<file path="src/rtl/axi_lsu_master.sv">
// Single-outstanding load/store to AXI-lite master bridge.
// One request in flight; a watchdog forces an error response if the slave hangs.
module axi_lsu_master #(
  parameter int ADDR_W  = 32,
  parameter int DATA_W  = 64,
  parameter int TIMEOUT = 1023
) (
  input  logic                  aclk,
  input  logic                  areset,
  input  logic                  req_valid,
  output logic                  req_ready,
  input  logic                  req_wen,
  input  logic [ADDR_W-1:0]     req_addr,
  input  logic [DATA_W-1:0]     req_wdata,
  input  logic [DATA_W/8-1:0]   req_wmask,
  output logic                  resp_valid,
  output logic [DATA_W-1:0]     resp_rdata,
  output logic                  resp_err,
  output logic [ADDR_W-1:0]     araddr,
  output logic                  arvalid,
  input  logic                  arready,
  input  logic [DATA_W-1:0]     rdata,
  input  logic [1:0]            rresp,
  input  logic                  rvalid,
  output logic                  rready,
  output logic [ADDR_W-1:0]     awaddr,
  output logic                  awvalid,
  input  logic                  awready,
  output logic [DATA_W-1:0]     wdata,
  output logic [DATA_W/8-1:0]   wstrb,
  output logic                  wvalid,
  input  logic                  wready,
  input  logic [1:0]            bresp,
  input  logic                  bvalid,
  output logic                  bready
);
  localparam int STRB_W = DATA_W / 8;
  localparam int WD_W   = $clog2(TIMEOUT + 1);

  typedef enum logic [2:0] {IDLE, RADDR, RDATA, WRITE, WRESP, DONE} state_t;

  state_t              state, state_nxt;
  logic [ADDR_W-1:0]   addr_q;
  logic [DATA_W-1:0]   wdata_q, rdata_q;
  logic [STRB_W-1:0]   wmask_q;
  logic                aw_done, w_done, err_q;
  logic [WD_W-1:0]     wdog;
  logic                waiting, tmo, aw_hs, w_hs, aw_all, w_all;

  always_comb begin
    waiting = (state == RADDR) || (state == RDATA) || (state == WRITE) || (state == WRESP);
    // fires on the TIMEOUT-th cycle spent in one wait state; a handshake that cycle still wins
    tmo     = waiting && (wdog >= WD_W'(TIMEOUT - 1));
    aw_hs   = awvalid && awready;
    w_hs    = wvalid && wready;
    aw_all  = aw_done || aw_hs;
    w_all   = w_done || w_hs;
  end

  always_ff @(posedge aclk or posedge areset) begin
    if (areset) state <= IDLE;
    else        state <= state_nxt;
  end

  always_comb begin
    state_nxt = state;
    case (state)
      IDLE:    if (req_valid) state_nxt = req_wen ? WRITE : RADDR;
      RADDR:   if (arready) state_nxt = RDATA;
               else if (tmo) state_nxt = DONE;
      RDATA:   if (rvalid || tmo) state_nxt = DONE;
      WRITE:   if (aw_all && w_all) state_nxt = WRESP;
               else if (tmo) state_nxt = DONE;
      WRESP:   if (bvalid || tmo) state_nxt = DONE;
      DONE:    state_nxt = IDLE;
      default: state_nxt = IDLE;
    endcase
  end

  always_comb begin
    req_ready  = (state == IDLE);
    arvalid    = (state == RADDR);
    rready     = (state == RDATA);
    awvalid    = (state == WRITE) && !aw_done;
    wvalid     = (state == WRITE) && !w_done;
    bready     = (state == WRESP);
    resp_valid = (state == DONE);
    araddr     = addr_q;
    awaddr     = addr_q;
    wdata      = wdata_q;
    wstrb      = wmask_q;
    resp_rdata = rdata_q;
    resp_err   = err_q;
  end

  always_ff @(posedge aclk or posedge areset) begin
    if (areset) begin
      addr_q  <= '0;
      wdata_q <= '0;
      wmask_q <= '0;
      rdata_q <= '0;
      err_q   <= 1'b0;
      aw_done <= 1'b0;
      w_done  <= 1'b0;
      wdog    <= '0;
    end else begin
      if (state == IDLE && req_valid) begin
        addr_q  <= req_addr;
        wdata_q <= req_wdata;
        wmask_q <= req_wmask;
        aw_done <= 1'b0;
        w_done  <= 1'b0;
      end
      if (state == WRITE) begin
        aw_done <= aw_all;
        w_done  <= w_all;
      end
      if (state_nxt != state)                     wdog <= '0;
      else if (waiting && wdog != WD_W'(TIMEOUT)) wdog <= wdog + 1'b1;
      if (state == RDATA && rvalid) begin
        rdata_q <= rdata;
        err_q   <= |rresp;
      end else if (state == WRESP && bvalid) begin
        rdata_q <= '0;
        err_q   <= |bresp;
      end else if (tmo && state_nxt == DONE) begin
        rdata_q <= '0;
        err_q   <= 1'b1;
      end
    end
  end
endmodule

</file>
<file path="config.mk">
export PLATFORM = sky130hd
export DESIGN_NAME = axi_lsu_master
export DESIGN_NICKNAME = d
export VERILOG_FILES = /design/src/rtl/axi_lsu_master.sv
export SDC_FILE = /design/constraint.sdc
export NUM_CORES = 1
export LEC_CHECK = 0
export ABC_AREA = 0
export CAP_MARGIN = 20
export CORE_MARGIN = 8
export CORE_UTILIZATION = 25
export CTS_CLUSTER_SIZE = 16
export DETAILED_ROUTE_END_ITERATION = 12
export PLACE_DENSITY_LB_ADDON = 0.12
export RECOVER_POWER = 50
export SKIP_CTS_REPAIR_TIMING = 1
export SLEW_MARGIN = 10
export SYNTH_ARGS = -nofsm -noshare
export SYNTH_HDL_FRONTEND = slang
export SYNTH_SLANG_ARGS = --single-unit
</file>
<file path="constraint.sdc">
create_clock -name aclk -period 19.03 [get_ports aclk]
set_input_delay 3.806 -clock aclk [delete_from_list [all_inputs] [get_ports aclk]]
set_output_delay 3.806 -clock aclk [all_outputs]
set_load 0.05 [all_outputs]
</file>
==> impl_metrics.py, run 1 <==
metrics = {
    "run_status": {
        "outcome": "complete, but fails checks",
        "violations": "max-capacitance violations, max-slew violations",
    },
    "yosys": {
        "syn_area_sq_um": 7420,
        "synth.top_cells.by_area": "dfrtp_1, mux2_1, a22o_1",
        "synth-edff-count": 0,
        "yosysSeqAreaShare_pct": 62.1,
        "synth_top_area_share_pct": 62.1,
        "ys_ff_latch": 184,
        "syn_nets": 707,
        "async_reset_ff_share_pct": 100,
        "synth.distinct_cells": 45,
        "syn-mean-instance-area_sq_um": 14.2,
        "synth_ff_type": "dfrtp_1",
        "netlist_instances": 524,
        "yosys.area.top_type": "dfrtp_1",
        "yosysWarnings": 0,
    },
    "floorplan": {
        "die_y_um": 188,
        "io_pins": 389,
        "dieArea_sq_um": 35400,
        "die_x_um": 188,
        "start_util_pct": 25.2,
        "core-area_sq_um": 29400,
        "row_count": 63,
    },
    "finish": {
        "fill_cells": 2808,
        "nNetsFinal": 1057,
        "drive_gt1_share_pct": 6.09,
        "layout-area-overhead-vs-synth_pct": 61.6,
        "fin_util_pct": 40.8,
        "diodes": 0,
    },
    "detailed_routing": {
        "wire_per_inst_um": 20.1,
        "wl_met1_um": 10200,
        "drc": 0,
        "route.met2.wl_um": 13300,
        "viasPerCell": 4.31,
        "drt-initial-drc-count": 220,
        "vias": 5505,
        "drt_wl_total_um": 25700,
        "wl_met3_um": 2040,
        "drtAntennaViolNets": 0,
        "firstDrtPassIters": 4,
        "topRoutingLayerUsed": "met4",
    },
    "sta": {
        "final_hold_viol_count": 0,
        "fin_crit_sh_pct": 47.3,
        "skew_ns": 0.0112,
        "final-setup-viol-count": 0,
        "fmax_mhz": 111,
        "fin_crit_ns": 9.01,
        "tightest_slew_ns": 3.48,
        "fin_tns_setup_ns": 0,
        "relSlewSlack_pct": -134,
        "setup_ws_ns": 10.02,
        "finalMaxSlewViolations": 181,
        "rsz0062_at_grt": "false",
        "holdWs_ns": 0.480,
    },
    "worst_setup_path": {
        "start_kind": "input port",
        "critPathArrivalTime_ns": 9.49,
        "cp-startpoint": "areset",
        "crit_required_ns": 19.52,
        "ff2ff_setup_slack_ns": 14.11,
        "cp-end-kind": "async pin",
        "worstPathMaxFanout": 77,
        "reg2reg_to": "wdata[61]",
        "r2r_start": "state[0]",
        "r2r.worst_path.cells": 5,
        "path_class": "input port to async pin",
    },
    "global_routing": {
        "grt_max_degree": 78,
        "grt_overflow": 0,
        "grt_antenna_before_repair": 0,
        "grt_pass1_vias": 5861,
        "track_usage_pct": 14.3,
        "grt_first_pass_wirelength_um": 38600,
    },
    "flow_run": {
        "cap_violations": 3,
    },
    "clock_network": {
        "clock_path_buffers": 2,
        "insertion_delay_ns": 0.43,
        "cts_made_buffers": 17,
        "h-tree-depth": 4,
        "cts_tree": "done",
        "clock-sinks": 184,
        "cts.clk_slew.worst_paths_ns": 0.07,
        "cts_root_buffer": "clkbuf_16",
    },
    "place": {
        "gp_congestion": 0.752,
        "dpl.hpwl_um": 19600,
        "portBuffers": 388,
        "dp_slack_ns": 12.61,
    },
    "hold_path": {
        "worst_hold_path_type": "flip-flop to flip-flop",
        "hold_start": "wdata[25]",
        "hold_path_end": "wdata[25]",
        "whs_path_depth": 1,
    },
    "pwr": {
        "ir_worst_vdd_mv": 0.0970,
        "power.density_nw_per_um2": 213,
        "leakage_uw": 0.00499,
    },
}
[layer usage]
| metal | vias up | track usage, % |
|---|---|---|
| li1 | 2558 | - |
| met4 | 0 | 3.21 |
| met1 | 2720 | 16.7 |
| met5 | - | 0 |
| met3 | 12 | 4.53 |
| met2 | 215 | 25.1 |
[how the worst max path moves through the flow]
stage	slack (ns)	cells after the start	end
floorplan	10.22	1	araddr[0]
global placement	12.58	4	resp_rdata[60]
detailed placement	12.61	4	resp_rdata[11]
CTS	12.55	4	awvalid
global route	8.78	4	resp_rdata[30]
finish	10.02	4	resp_rdata[5]
[cell type report]
type                       count  area, sq um  area share, %
multi-input combinational    272         2370           19.8
sequential                   184         4600           38.4
clock buffer                  19          443           3.70
inverter                       6         23.8          0.198
tap                          390          488           4.07
clock inverter                13          138           1.15
timing repair buffer         393         3920           32.7
[through the flow]
stage               power, uW  instances  area (sq um)
finish                   2560       1277         12000
global route             2680       1277         12000
CTS                      2640       1277         12000
detailed placement       2280       1245         11400
global placement         2270       1245         11400
floorplan                1750        524          7420
[placed cells by master, fill, tap and decap left out, types with 2 or more instances in the layout]
cell type        synthesis  layout
clkdlybuf4s50_1          0     285
dfrtp_1                184     184
dlygate4sd3_1            0     103
mux2_1                  92      93
a22o_1                  64      64
nor2_1                  23      23
clkbuf_16                0      17
mux2_2                  13      12
nand2_1                  9       9
nor3_1                   9       9
xnor2_1                  6       6
clkinv_4                 0       6
nand4_1                  5       5
a21oi_1                  5       5
nand3_1                  4       4
nand2b_1                 4       4
inv_1                    5       4
inv_8                    0       4
buf_4                   36       4
a211oi_1                 3       3
a31oi_1                  3       3
xor2_1                   3       3
nor2b_1                  2       2
and2_1                   3       2
o21ai_0                  2       2
ha_1                     2       2
clkinv_8                 0       2
clkbuf_1                 9       2
[synthesized netlist by cell type (6+ instances only)]
cell type	number
mux2_2	13
dfrtp_1	184
xnor2_1	6
clkbuf_1	9
buf_2	11
a22o_1	64
buf_4	36
mux2_1	92
nor2_1	23
nand2_1	9
nor3_1	9
buf_6	6
[cell families after synthesis]
group,share of synthesized area (%)
multiplexers,15.9
adder cells (fa/ha/maj),0.337
buffers and inverters,6.06
flip-flops,62.1
AND/OR/NAND/NOR,4.98
AO/OA/AOI/OAI,9.55
XOR/XNOR,1.06
[state kept, by name, indices dropped and copies added (netlist names)]
register and count:
w_done 1, wdata 64, aw_done 1, resp_err 1, araddr 32, wdog 10
resp_rdata 64, state 3, wstrb 8
[where the power goes]
group	total, uW	internal, uW	switching, uW	leakage (uW)
Sequential	673	570	103	0.00226
Clock	350	178	171	0.000281
Combinational	1530	500	1030	0.00245
[critical path, cell delays in order]
cell           delay (ns)
dlygate4sd3_1        0.55
clkinvlp_2           1.94
clkbuf_1             2.21
buf_4                0.86
No activity file was read; power rests on OpenSTA's default activity.
==> inputs of run 2 (changes only) <==
==> constraint.sdc (replaced) <==
create_clock -name aclk -period 7.5 [get_ports aclk]
set_input_delay 1.5 -clock aclk [delete_from_list [all_inputs] [get_ports aclk]]
set_output_delay 1.5 -clock aclk [all_outputs]
set_load 0.05 [all_outputs]
==> run 2 against run 1 <==
The flow still finishes with violations (max-capacitance violations, max-slew violations). Register-to-register slack worse by 9.7 ns. Count of clock-buffer cells in the layout increased by 2. Sequential share of layout area about the same. Cell area grew 0.13%. Sequential power grew to 2.5 times the previous value. Die area did not move. Via count up 0.20%. Clock power grew to 2.6 times the previous value. Clock skew rose by 0.0044 ns. Wire length up 0.34%. Global-route usage about the same. Non-clock buffer count stayed put.
==> impl_metrics.py, run 2 (synthesis results as in run 1) <==
metrics = {
    "global_routing": {
        "grt_overflow": 0,
        "grt_pass1_vias": 5730,
        "track_usage_pct": 14.3,
        "grt_antenna_before_repair": 1,
        "grt_first_pass_wirelength_um": 38600,
        "grt_max_degree": 92,
    },
    "sta": {
        "fin_crit_ns": 4.97,
        "final-setup-viol-count": 0,
        "fmax_mhz": 201,
        "fin_crit_sh_pct": 66.3,
        "rsz0062_at_grt": "false",
        "finalMaxSlewViolations": 92,
        "relSlewSlack_pct": -177,
        "final_hold_viol_count": 0,
        "tightest_slew_ns": 4.13,
        "skew_ns": 0.0155,
        "fin_tns_setup_ns": 0,
    },
    "pwr": {
        "ir_worst_vdd_mv": 0.201,
        "leakage_uw": 0.00499,
        "power.density_nw_per_um2": 542,
        "totalPowerFinal_uw": 6510,
    },
    "run_status": {
        "outcome": "complete, but fails checks",
        "violations": "max-capacitance violations, max-slew violations",
    },
    "finish": {
        "nNetsFinal": 1057,
        "layout_commonest_cell": "clkdlybuf4s50_1",
        "fin_util_pct": 40.8,
        "final_cell_mix": "clkdlybuf4s50_1, dfrtp_1, dlygate4sd3_1",
        "layout-area-overhead-vs-synth_pct": 61.8,
        "final_cells": 1276,
        "stdcell_area_sq_um": 12000,
        "drive_gt1_share_pct": 6.10,
    },
    "detailed_routing": {
        "drt_wl_total_um": 25800,
        "vias": 5516,
        "drtAntennaViolNets": 0,
        "wire_per_inst_um": 20.2,
        "firstDrtPassIters": 4,
        "viasPerCell": 4.32,
        "drt-initial-drc-count": 231,
        "drc": 0,
    },
    "worst_setup_path": {
        "start_kind": "input port",
        "path_class": "input port to async pin",
        "cp-end-kind": "async pin",
        "ff2ff_setup_slack_ns": 4.41,
        "crit_required_ns": 7.92,
        "critPathArrivalTime_ns": 5.39,
        "reg2reg_to": "wdata[60]",
        "r2r_start": "state[0]",
        "worstPathMaxFanout": 91,
        "r2r.worst_path.cells": 5,
    },
    "hold_path": {
        "whs_path_depth": 1,
        "hold_path_end": "wdata[24]",
        "hold_start": "wdata[24]",
        "worst_hold_path_type": "flip-flop to flip-flop",
    },
    "place": {
        "portBuffers": 388,
        "dpl.hpwl_um": 19600,
        "post_dp_cell_area_sq_um": 11400,
        "gp_congestion": 0.761,
        "placed_cells": 1245,
    },
    "floorplan": {
        "io_pins": 389,
        "die_y_um": 188,
        "start_util_pct": 25.2,
        "row_count": 63,
        "core-area_sq_um": 29400,
        "dieArea_sq_um": 35400,
        "die_x_um": 188,
    },
    "clock_network": {
        "cts.clk_slew.worst_paths_ns": 0.06,
        "clock_path_buffers": 2,
        "cts_tree": "done",
        "insertion_delay_ns": 0.43,
        "cts_root_buffer": "clkbuf_16",
        "h-tree-depth": 4,
        "clock-sinks": 184,
        "cts_made_buffers": 17,
    },
    "flow_run": {
        "cap_violations": 1,
    },
}
## run 2: cell count changes in the layout (fill, tap and decap cells not counted), moves of 2 or more
cell / delta
clkinv_8: -2
bufinv_16: +2
clkbuf_8: +2
inv_6: +2
clkinvlp_4: +3
clkinv_4: -5
inv_8: -4
## run 2: worst max path at each step
stage,to,start,cells past startpoint
floorplan,araddr[0],areset,1
global placement,wdata[62],req_valid,4
detailed placement,wdata[60],req_valid,4
CTS,awvalid,state[1],4
global route,wdata[24],areset,3
finish,wdata[24],areset,3
## run 2: final cells by class
| type | instances | area (sq um) |
|---|---|---|
| fillers | 2759 | 17400 |
| flip-flops and latches | 184 | 4600 |
| repair buffers | 393 | 3920 |
| multi-input cells | 272 | 2370 |
| well taps | 390 | 488 |
| clock buffers | 21 | 470 |
| clock inverters | 9 | 116 |
| inverters | 6 | 23.8 |
| diodes | 1 | 2.50 |
## run 2: worst max-delay path, cell delays in order
cell and delay, ns:
clkdlybuf4s50_1 0.42, clkinvlp_2 2.27, buf_4 0.97
## run 2: metrics by stage
step                      hold slack (ns)  setup WS [ns]
after CTS                           0.489           3.35
after floorplan                     0.507           1.00
after global routing                0.495           1.66
after global placement              0.468           3.50
final                               0.476           2.53
after detailed placement            0.474           3.48
## run 2: power by group
group,internal (uW),switching [uW]
clock network,518,396
logic,1260,2620
registers,1450,262
total,3230,3280
## run 2: per-layer routing
| metal | share of wire [%] | track usage [%] |
|---|---|---|
| met5 | 0 | 0 |
| met4 | 1.4 | 4.21 |
| met3 | 8.5 | 4.71 |
| met2 | 50 | 24.4 |
| met1 | 40 | 16.8 |
==> inputs of run 3 (changes only) <==
==> constraint.sdc (replaced) <==
create_clock -name aclk -period 4.7 [get_ports aclk]
set_input_delay 0.94 -clock aclk [delete_from_list [all_inputs] [get_ports aclk]]
set_output_delay 0.94 -clock aclk [all_outputs]
set_load 0.05 [all_outputs]
==> run 3 against run 2 <==
The flow still finishes with violations (max-capacitance violations, max-slew violations). Sequential share of layout area is 0.27 points lower. Via count shrank 0.15%. Cell area up 0.71%. First-iteration DRC count decreased by 29%. Final cell count grew 0.31%. Core utilization is 0.29 points higher. Combinational power grew 61%. Critical endpoint is now wstrb[4]. Largest power group unchanged.
==> impl_metrics.py, run 3 (synthesis results as in run 1) <==
metrics = {
    "run_status": {
        "outcome": "complete, but fails checks",
        "violations": "max-capacitance violations, max-slew violations",
    },
    "clock_network": {
        "clock-sinks": 184,
        "cts.clk_slew.worst_paths_ns": 0.08,
        "clock_path_buffers": 2,
        "insertion_delay_ns": 0.43,
        "cts_root_buffer": "clkbuf_16",
        "cts_tree": "done",
        "cts_made_buffers": 17,
        "h-tree-depth": 4,
    },
    "worst_setup_path": {
        "worstPathMaxFanout": 39,
        "ff2ff_setup_slack_ns": 1.07,
        "cp-end-kind": "flip-flop",
        "path_class": "flip-flop to flip-flop",
        "reg2reg_to": "wstrb[4]",
        "crit_required_ns": 5.00,
        "start_kind": "flip-flop",
        "slowest_delay_ns": 1.49,
        "r2r_start": "state[0]",
        "r2r.worst_path.cells": 5,
        "cp_slowest_cell": "and2_1",
        "crit_path_cell_trace": "or3_1 > inv_1 > and2_1 > buf_4 > mux2_1",
        "critPathArrivalTime_ns": 3.93,
    },
    "detailed_routing": {
        "drt_wl_total_um": 25300,
        "drc": 0,
        "drt-initial-drc-count": 164,
        "wire_per_inst_um": 19.7,
        "vias": 5508,
        "viasPerCell": 4.30,
        "drtAntennaViolNets": 0,
        "firstDrtPassIters": 4,
    },
    "pwr": {
        "p_clk_share_pct": 14.7,
        "ir_worst_vdd_mv": 0.345,
        "comb_power_share_pct": 59.4,
        "power.density_nw_per_um2": 874,
        "swShare_pct": 50.4,
        "p_switching_uw": 5330,
        "leakage_uw": 0.00499,
        "power_frac_seq_pct": 25.9,
        "p_int_uw": 5240,
    },
    "sta": {
        "final-setup-viol-count": 0,
        "relSlewSlack_pct": -34.6,
        "tightest_slew_ns": 2.02,
        "holdWs_ns": 0.480,
        "fin_crit_sh_pct": 77.2,
        "fmax_mhz": 276,
        "skew_ns": 0.0171,
        "fin_crit_ns": 3.63,
        "fin_tns_setup_ns": 0,
        "finalMaxSlewViolations": 180,
        "final_hold_viol_count": 0,
        "rsz0062_at_grt": "false",
    },
    "finish": {
        "final_cells": 1280,
        "drive_gt1_share_pct": 6.30,
        "layout-area-overhead-vs-synth_pct": 62.9,
        "nNetsFinal": 1059,
        "final_cell_mix": "clkdlybuf4s50_1, dfrtp_1, mux2_1",
        "layout_commonest_cell": "clkdlybuf4s50_1",
    },
    "place": {
        "portBuffers": 388,
        "placed_cells": 1247,
        "dpl.hpwl_um": 19200,
        "gp_congestion": 0.747,
    },
    "global_routing": {
        "grt_overflow": 0,
        "grt_first_pass_wirelength_um": 38300,
        "track_usage_pct": 14.0,
        "grt_antenna_before_repair": 2,
        "grt_max_degree": 72,
        "grt_pass1_vias": 5888,
    },
    "floorplan": {
        "core-area_sq_um": 29400,
        "io_pins": 389,
        "die_y_um": 188,
        "row_count": 63,
        "dieArea_sq_um": 35400,
        "start_util_pct": 25.2,
        "die_x_um": 188,
    },
    "hold_path": {
        "worst_hold_path_type": "flip-flop to flip-flop",
        "whs_path_depth": 1,
        "hold_start": "wdata[10]",
        "hold_path_end": "wdata[10]",
    },
    "flow_run": {
        "cap_violations": 3,
    },
}
[run 3: changes by cell type in the layout (fill, tap and decap cells not counted), sizes merged]
cell / before / now
clkdlybuf4s50: 285 / 334
clkinv: 1 / 4
inv: 7 / 14
clkbuf: 21 / 20
clkinvlp: 5 / 1
dlygate4sd3: 103 / 54
buf: 5 / 4
[run 3: per-layer routing]
metal	up-vias	part of all wire, %	global-route usage [%]
li1	2570	-	-
met1	2690	40	16.8
met2	239	49	23.3
met3	7	9.9	6.01
met4	2	0.68	2.73
met5	-	0.051	0
[run 3: cell type report]
cell class / count / area (sq um)
sequential: 184 / 4600
multi-input combinational: 272 / 2370
timing repair buffer: 395 / 3950
antenna: 1 / 2.50
tap: 390 / 488
clock buffer: 17 / 425
fill: 2782 / 17300
clock inverter: 15 / 219
inverter: 6 / 23.8
[run 3: power groups by stage]
stage / Clock (uW) / Combinational [uW] / Sequential (uW)
after floorplan: 0 / 1950 / 5140
after global placement: 0 / 6430 / 2770
after detailed placement: 0 / 6450 / 2770
after CTS: 1610 / 6450 / 2750
after global routing: 1680 / 6540 / 2850
final: 1560 / 6270 / 2730
[run 3: through the flow]
step | setup slack [ns] | util, % | instance area [sq um] | total power [uW]
floorplan | 1.40 | - | 7420 | 7080
global placement | 1.45 | 39.0 | 11500 | 9210
detailed placement | 1.38 | 39.0 | 11500 | 9220
CTS | 1.16 | 41.2 | 12100 | 10800
global route | 0.740 | 41.1 | 12100 | 11100
finish | 1.07 | 41.1 | 12100 | 10600
[run 3: worst max-delay path by stage]
stage / to / slack, ns / start / cells after the start
2_1_floorplan: araddr[0] / 1.40 / areset / 1
3_3_place_gp: resp_rdata[4] / 1.45 / awready / 7
3_5_place_dp: resp_rdata[36] / 1.38 / awready / 7
4_1_cts: awvalid / 1.16 / state[1] / 4
5_1_grt: wdata[11] / 0.74 / state[0] / 5
6_report: wstrb[4] / 1.07 / state[0] / 5
[run 3: critical path, delay by kind of cell, from the launching register on]
family / cells / cell delay [ns]
simple gates: 2 / 1.98
buf+inv: 2 / 0.57
mux: 1 / 0.35
flops: 1 / 0.56
